`src/rtl/ramz_pkg.sv`:
```
// Shared constants and state encoding for the ramz buffer and its read-side sequencer.
package ramz_pkg;

    localparam int RAMZ_AW = 7;
    localparam int RAMZ_DW = 32;

    typedef enum logic [1:0] {
        ST_IDLE  = 2'd0,
        ST_RUN   = 2'd1,
        ST_DRAIN = 2'd2
    } state_t;

endpackage

```
`src/rtl/ramz_reader_if.sv`:
```
// Output word stream of ramz_reader (valid/ready); RAMZ_READER_LAST_EN adds m_last.
interface ramz_reader_if
    import ramz_pkg::*;
#(
    parameter int DW = RAMZ_DW
);

    logic [DW-1:0] m_data;
    logic          m_valid;
    logic          m_ready;
`ifdef RAMZ_READER_LAST_EN
    logic          m_last;
`endif

    modport master (
        output m_data,
        output m_valid,
`ifdef RAMZ_READER_LAST_EN
        output m_last,
`endif
        input  m_ready
    );

    modport slave (
        input  m_data,
        input  m_valid,
`ifdef RAMZ_READER_LAST_EN
        input  m_last,
`endif
        output m_ready
    );

endinterface

```
`src/rtl/ramz_skid_fifo.sv`:
```
// Two-entry synchronous FIFO holding captured RAM words; flush empties it without touching storage.
module ramz_skid_fifo #(
    parameter int W = 32
) (
    input  logic         clk,
    input  logic         rst,
    input  logic         flush,
    input  logic         wr_en,
    input  logic [W-1:0] wr_data,
    input  logic         rd_en,
    output logic [W-1:0] rd_data,
    output logic         rd_valid,
    output logic [1:0]   count
);

    logic [W-1:0] mem [2];
    logic         wr_ptr;
    logic         rd_ptr;
    logic         do_wr;
    logic         do_rd;

    always_comb begin
        do_rd    = rd_en && (count != 2'd0);
        do_wr    = wr_en && ((count != 2'd2) || do_rd);
        rd_data  = mem[rd_ptr];
        rd_valid = (count != 2'd0);
    end

    always_ff @(posedge clk or posedge rst) begin
        if (rst) begin
            mem[0] <= '0;
            mem[1] <= '0;
            wr_ptr <= 1'b0;
            rd_ptr <= 1'b0;
            count  <= 2'd0;
        end else if (flush) begin
            wr_ptr <= 1'b0;
            rd_ptr <= 1'b0;
            count  <= 2'd0;
        end else begin
            if (do_wr) begin
                mem[wr_ptr] <= wr_data;
                wr_ptr      <= ~wr_ptr;
            end
            if (do_rd) begin
                rd_ptr <= ~rd_ptr;
            end
            count <= count + {1'b0, do_wr} - {1'b0, do_rd};
        end
    end

endmodule

```
`src/rtl/ramz_reader.sv`:
```
// Read-side sequencer for the ramz 128x32 buffer: walks a wrapping address range into a valid/ready stream.
// Optional RAMZ_READER_LAST_EN adds a per-word m_last flag on the stream interface.
module ramz_reader
    import ramz_pkg::*;
#(
    parameter int AW = RAMZ_AW,
    parameter int DW = RAMZ_DW
) (
    input  logic          clk,
    input  logic          rst,
    input  logic          start,
    input  logic [AW-1:0] base_addr,
    input  logic [AW:0]   len,
    input  logic          abort,
    output logic          busy,
    output logic          done,
    output logic [AW-1:0] ram_addr,
    input  logic [DW-1:0] ram_rdata,
    ramz_reader_if.master m
);

`ifdef RAMZ_READER_LAST_EN
    localparam int FW = DW + 1;
`else
    localparam int FW = DW;
`endif

    state_t        state;
    logic [AW:0]   remaining;
    logic          inflight;
    logic          pop;
    logic          issue;
    logic          last_issue;
    logic          flush;
    logic          wr_en;
    logic          drain_exit;
    logic [1:0]    count;
    logic [FW-1:0] wr_data;
    logic [FW-1:0] rd_data;
    logic          rd_valid;
`ifdef RAMZ_READER_LAST_EN
    logic          inflight_last;
`endif

    // ram_addr always holds the address ramz samples at the next edge, so an
    // issue means "ramz captures ram_addr now" and the word lands one edge later.
    // A pop this cycle frees a slot, so it also counts as credit.
    always_comb begin
        pop        = rd_valid && m.m_ready;
        issue      = (state == ST_RUN) && !abort &&
                     ((({1'b0, count} + {2'b00, inflight}) < 3'd2) || pop);
        last_issue = issue && (remaining == {{AW{1'b0}}, 1'b1});
        flush      = abort && (state != ST_IDLE);
        wr_en      = inflight && !flush;
        drain_exit = (state == ST_DRAIN) && !inflight &&
                     ((count == 2'd0) || ((count == 2'd1) && pop));
`ifdef RAMZ_READER_LAST_EN
        wr_data    = {inflight_last, ram_rdata};
`else
        wr_data    = ram_rdata;
`endif
    end

    always_ff @(posedge clk or posedge rst) begin
        if (rst) begin
            state     <= ST_IDLE;
            busy      <= 1'b0;
            done      <= 1'b0;
            ram_addr  <= '0;
            remaining <= '0;
            inflight  <= 1'b0;
`ifdef RAMZ_READER_LAST_EN
            inflight_last <= 1'b0;
`endif
        end else begin
            done <= 1'b0;
            if (flush) begin
                state    <= ST_IDLE;
                busy     <= 1'b0;
                done     <= 1'b1;
                inflight <= 1'b0;
`ifdef RAMZ_READER_LAST_EN
                inflight_last <= 1'b0;
`endif
            end else begin
                inflight <= issue;
`ifdef RAMZ_READER_LAST_EN
                inflight_last <= last_issue;
`endif
                case (state)
                    ST_IDLE: begin
                        if (start) begin
                            if (len != '0) begin
                                state     <= ST_RUN;
                                busy      <= 1'b1;
                                ram_addr  <= base_addr;
                                remaining <= len;
                            end else begin
                                done <= 1'b1;
                            end
                        end
                    end
                    ST_RUN: begin
                        if (issue) begin
                            ram_addr  <= ram_addr + 1'b1;
                            remaining <= remaining - 1'b1;
                            if (last_issue) begin
                                state <= ST_DRAIN;
                            end
                        end
                    end
                    ST_DRAIN: begin
                        if (drain_exit) begin
                            state <= ST_IDLE;
                            busy  <= 1'b0;
                            done  <= 1'b1;
                        end
                    end
                    default: state <= ST_IDLE;
                endcase
            end
        end
    end

    ramz_skid_fifo #(
        .W (FW)
    ) u_fifo (
        .clk      (clk),
        .rst      (rst),
        .flush    (flush),
        .wr_en    (wr_en),
        .wr_data  (wr_data),
        .rd_en    (pop),
        .rd_data  (rd_data),
        .rd_valid (rd_valid),
        .count    (count)
    );

    always_comb begin
        m.m_valid = rd_valid;
        m.m_data  = rd_data[DW-1:0];
`ifdef RAMZ_READER_LAST_EN
        m.m_last  = rd_data[DW];
`endif
    end

endmodule

```
`src/flat_wrapper.sv`:
```
// flat-port wrapper written by rule: the top's interface ports become plain ports
module ramz_reader_flat import ramz_pkg::*;
#(
    parameter int AW = RAMZ_AW,
    parameter int DW = RAMZ_DW
)
  (clk, rst, start, base_addr, len, abort, busy, done, ram_addr, ram_rdata, m_m_data, m_m_valid, m_m_ready);
  ramz_reader_if #(.DW(DW)) m_i ();
  input  logic clk;
  input  logic rst;
  input  logic start;
  input  logic [AW-1:0] base_addr;
  input  logic [AW:0] len;
  input  logic abort;
  output logic busy;
  output logic done;
  output logic [AW-1:0] ram_addr;
  input  logic [DW-1:0] ram_rdata;
  output wire logic [$bits(m_i.m_data)-1:0] m_m_data;
  output wire logic [$bits(m_i.m_valid)-1:0] m_m_valid;
  input wire logic [$bits(m_i.m_ready)-1:0] m_m_ready;
  assign m_m_data = m_i.m_data;
  assign m_m_valid = m_i.m_valid;
  assign m_i.m_ready = m_m_ready;
  ramz_reader #(.AW(AW), .DW(DW)) u_core (.clk(clk), .rst(rst), .start(start), .base_addr(base_addr), .len(len), .abort(abort), .busy(busy), .done(done), .ram_addr(ram_addr), .ram_rdata(ram_rdata), .m(m_i));
endmodule
```
`config.mk`:
```
export PLATFORM = sky130hd
export DESIGN_NAME = ramz_reader_flat
export DESIGN_NICKNAME = d
export VERILOG_FILES = /design/src/rtl/ramz_pkg.sv /design/src/rtl/ramz_reader_if.sv /design/src/rtl/ramz_skid_fifo.sv /design/src/rtl/ramz_reader.sv /design/src/flat_wrapper.sv
export SDC_FILE = /design/constraint.sdc
export NUM_CORES = 1
export LEC_CHECK = 0
export CAP_MARGIN = 20
export CORE_MARGIN = 3
export CORE_UTILIZATION = 51
export CTS_CLUSTER_SIZE = 24
export DETAILED_ROUTE_END_ITERATION = 10
export GPL_ROUTABILITY_DRIVEN = 0
export PLACE_DENSITY = 0.8
export SLEW_MARGIN = 15
export SYNTH_ARGS = -nofsm -noshare
export SYNTH_HDL_FRONTEND = slang
export SYNTH_SLANG_ARGS = --single-unit
```
`constraint.sdc`:
```
create_clock -name clk -period 3.2 [get_ports clk]
set_clock_uncertainty 0.05 [all_clocks]
set_input_delay 0.48 -clock clk [delete_from_list [all_inputs] [get_ports clk]]
set_output_delay 0.48 -clock clk [all_outputs]
set_load 0.05 [all_outputs]
```
==> key figures <==
Outcome
  – Status: finished clean

Global routing
  – GRT overflow: 0
  – First-pass GRT wire length: 15.9 mm
  – Total GRT Usage: 20.3%
  – Initial antenna violation count: 0
  – Vias in the first global route: 3,151
  – Pin count of the biggest net entering global routing: 89

Placed design
  – Cells after DPL: 523
  – DP HPWL: 6.51 mm
  – Port bufs: 93

Routing
  – Final ANT Viol Nets: 0
  – DR pass1 iterations: 4
  – Wire length per cell: 17.7 um
  – Number of vias per cell: 5.61
  – # DRC: 0
  – DRT Wirelength: 9.54 mm
  – Via count: 3,024
  – DRT iter0 DRCs: 132

Clocking
  – Clock root buffer: clkbuf_8
  – # resized after CTS: 0
  – Sink Count: 88
  – H-tree depth: 3
  – Cts bufs inserted: 9
  – Hold-fix buffer count after cts: 0
  – CTS tree: yes
  – Postcts setup bufs: 0
  – Maximum root-to-sink buffer count: 2
  – Clock-pin slew on the worst setup and hold paths: 0.09 ns
  – Clock latency on the worst-skew pair: 0.35 ns

Die
  – Core Rows: 33
  – Die Area: 9700 um^2
  – Die H: 98.5 um
  – Initial Util: 52.8%
  – Core ar.: 8260 um^2
  – Die Wd: 98.5 um
  – I/O pin total: 94

STA
  – Peak Freq: 363 MHz
  – Tmin final: 2.76 ns
  – Period utilization: 86.1%
  – Tightest Pin Transition: 0.640 ns
  – Final hold viol count: 0
  – Max Slew Vio Count: 0
  – Setup_tns: 0 ns
  – Final hold slack: 0.445 ns
  – Final setup viols: 0
  – Slew margin rel.: 56.9%
  – RSZ-0062 raised after global routing: no

Hold path
  – Worst hold path type: reg2reg
  – Hold Path Depth: 1
  – Hold_sp: u_core.u_fifo.mem[57]

Worst setup path
  – CP Depth: 2
  – Critical Path Fanout Max: 13
  – CP Class: reg2out
  – Crit-path max cell delay: 0.73 ns
  – Buf/Inv on CP: 1
  – Worst endpoint data arrival time: 2.23 ns
  – Slowest stage cell, crit path: dfrtp_1
  – Element type at the critical path end: primary output
  – R2R depth: 5
  – Reg2Reg Launch Point: u_core.u_fifo.count[1]
  – CP cell instances: mux2_2 -> clkdlybuf4s50_1
  – Worst Setup SP: u_core.u_fifo.rd_ptr
  – CP top delay family: flip-flops
  – CP Launch Type: flip-flop
  – Req. time, crit path: 2.67 ns

Synthesis
  – Synth Area in Simple Gates: 6.91%
  – Asr flop ratio synth: 100%
  – Synth Area in Adders: 1.15%
  – Largest family of logic cells by synthesized area: multiplexers
  – Mux contribution to synthesized area: 27.8%
  – Synthesis-stage register bit count: 88
  – Compound-Gate Fraction of Synth Area: 9.47%
  – Post-synth EDFFs: 0
  – Synth Area in XOR/XNOR: 0.803%
  – Synth Instances: 334
  – Ys Warns: 0
  – Yosys cell types: 51
  – Syn nets: 390
  – Post-synthesis average cell area: 13.1 um^2
  – Predominant post-synthesis flop cell: dfrtp_1
  – Netlist Area Pre-Place: 4360 um^2
  – Seq/Total Area, Yosys: 50.5%

Power
  – VDD IR-drop max: 0.573 mV
  – Pwr Density: 1120 nW/um^2
  – Final Power: 0.00620 W
  – Leakage: 2.50 nW

Flow run
  – Max-cap violations: 0

Final layout
  – Fin cells: 539
  – Fraction of layout cells with a size suffix above 1: 35.9%
  – Ant. Diodes: 0
  – P&R area growth vs syn: 27.0%
  – Fillers: 611
  – Nets: 485
-- final cells by class --
cell class,count,area [um^2],share of cell area (%)
Multi-Input combinational cell,218,2020,36.4
Inverter,11,42.5,0.768
Timing Repair Buffer,101,933,16.8
Sequential cell,88,2200,39.7
Clock inverter,6,73.8,1.33
Clock buffer,10,138,2.48
Tap cell,105,131,2.37
-- Yosys cell counts (2+ instances only) --
library cell,number,area share [%]
o22ai_1,4,0.57
xor2_1,3,0.60
o21a_1,2,0.34
nor4_1,4,0.57
o22a_1,3,0.60
or3_1,2,0.29
mux2_1,3,0.77
mux2i_1,2,0.46
o2bb2ai_1,2,0.40
o2bb2a_1,3,0.69
a22oi_1,4,0.69
nand3_1,5,0.57
nor3b_1,2,0.34
buf_2,3,0.34
buf_4,2,0.34
nor2_1,16,1.4
a2bb2oi_1,2,0.40
a21oi_1,19,2.2
and3_1,2,0.29
dfrtp_1,88,50
a211o_1,2,0.40
o211ai_1,2,0.34
or4_4,2,0.52
nand2_1,6,0.52
buf_6,4,1.0
nand2b_1,3,0.43
inv_1,11,0.95
ha_1,4,1.1
mux2_4,30,10
clkbuf_1,8,0.69
a31oi_1,2,0.29
mux2_2,63,16
and2_1,3,0.43
o21ai_0,6,0.69
-- metal layers --
metal	GRT usage [%]	wire length (um)	up-vias	share of wire (%)
li1	-	-	1409	-
met1	28.0	4370	1513	46
met2	33.4	4580	93	48
met3	3.68	488	9	5.1
met4	5.36	97	0	1.0
met5	0	0	-	0
-- path summary, 6_finish.rpt --
check | slack, ns | end
max in group asynchronous | 2.26 | u_core.u_fifo.mem[52]
max reg2reg | 0.99 | u_core.u_fifo.mem[11]
min in group asynchronous | 0.49 | u_core.u_fifo.mem[47]
min | 0.44 | u_core.u_fifo.mem[57]
min reg2reg | 0.44 | u_core.u_fifo.mem[57]
max | 0.44 | m_m_data[1]
-- layout by cell type, fill, tap and decap left out, types with 2 or more instances in the layout --
cell	synthesis	final
a211o_1	2	2
a21oi_1	19	19
a22oi_1	4	4
a2bb2oi_1	2	2
a31oi_1	2	2
and2_1	3	3
and3_1	2	2
buf_4	2	35
clkbuf_8	0	10
clkdlybuf4s50_1	0	65
clkinvlp_4	0	2
dfrtp_1	88	88
ha_1	4	4
inv_1	11	10
mux2_1	3	3
mux2_2	63	63
mux2_4	30	30
mux2i_1	2	2
nand2_1	6	6
nand2b_1	3	3
nand3_1	5	5
nor2_1	16	16
nor3b_1	2	2
nor4_1	4	4
o211ai_1	2	2
o21a_1	2	2
o21ai_0	6	6
o22a_1	3	3
o22ai_1	4	4
o2bb2a_1	3	3
o2bb2ai_1	2	2
or3_1	2	2
or4_4	2	2
xor2_1	3	3
-- state kept, by name (all words and copies together), names as in the netlist --
register	flops
u_core.busy	1
u_core.done	1
u_core.inflight	1
u_core.ram_addr	7
u_core.remaining	8
u_core.state	2
u_core.u_fifo.count	2
u_core.u_fifo.mem	64
u_core.u_fifo.rd_ptr	1
u_core.u_fifo.wr_ptr	1
-- report_power, final --
group | switching, W | total (W) | internal, W
clock | 0.000419 | 0.000811 | 0.000392
sequential | 0.000376 | 0.00200 | 0.00163
combinational | 0.00196 | 0.00339 | 0.00142
total | 0.00276 | 0.00620 | 0.00345
-- logic make-up (layout without fill, tap and decap cells) --
family | Yosys count | after routing
compound gates | 58 | 58
xor+xnor | 4 | 4
fa+ha+maj | 4 | 4
buf+inv | 28 | 128
flops | 88 | 88
mux | 98 | 98
simple gates | 54 | 54
-- worst register-to-register path: stages (launching register included) --
cell     delay [ns]
dfrtp_1        0.44
inv_1          0.11
o31ai_2        0.42
or3b_2         0.37
buf_4          0.36
mux2_4         0.35
-- through the flow --
stage,util (%),cell area (um^2),setup slack (ns)
2_1_floorplan,-,4360,0.391
3_3_place_gp,64.5,5330,0.579
3_5_place_dp,64.5,5330,0.500
4_1_cts,67.1,5540,0.443
5_1_grt,67.1,5540,0.378
6_report,67.1,5540,0.444
Note: power is estimated with default switching activity, not from simulation.
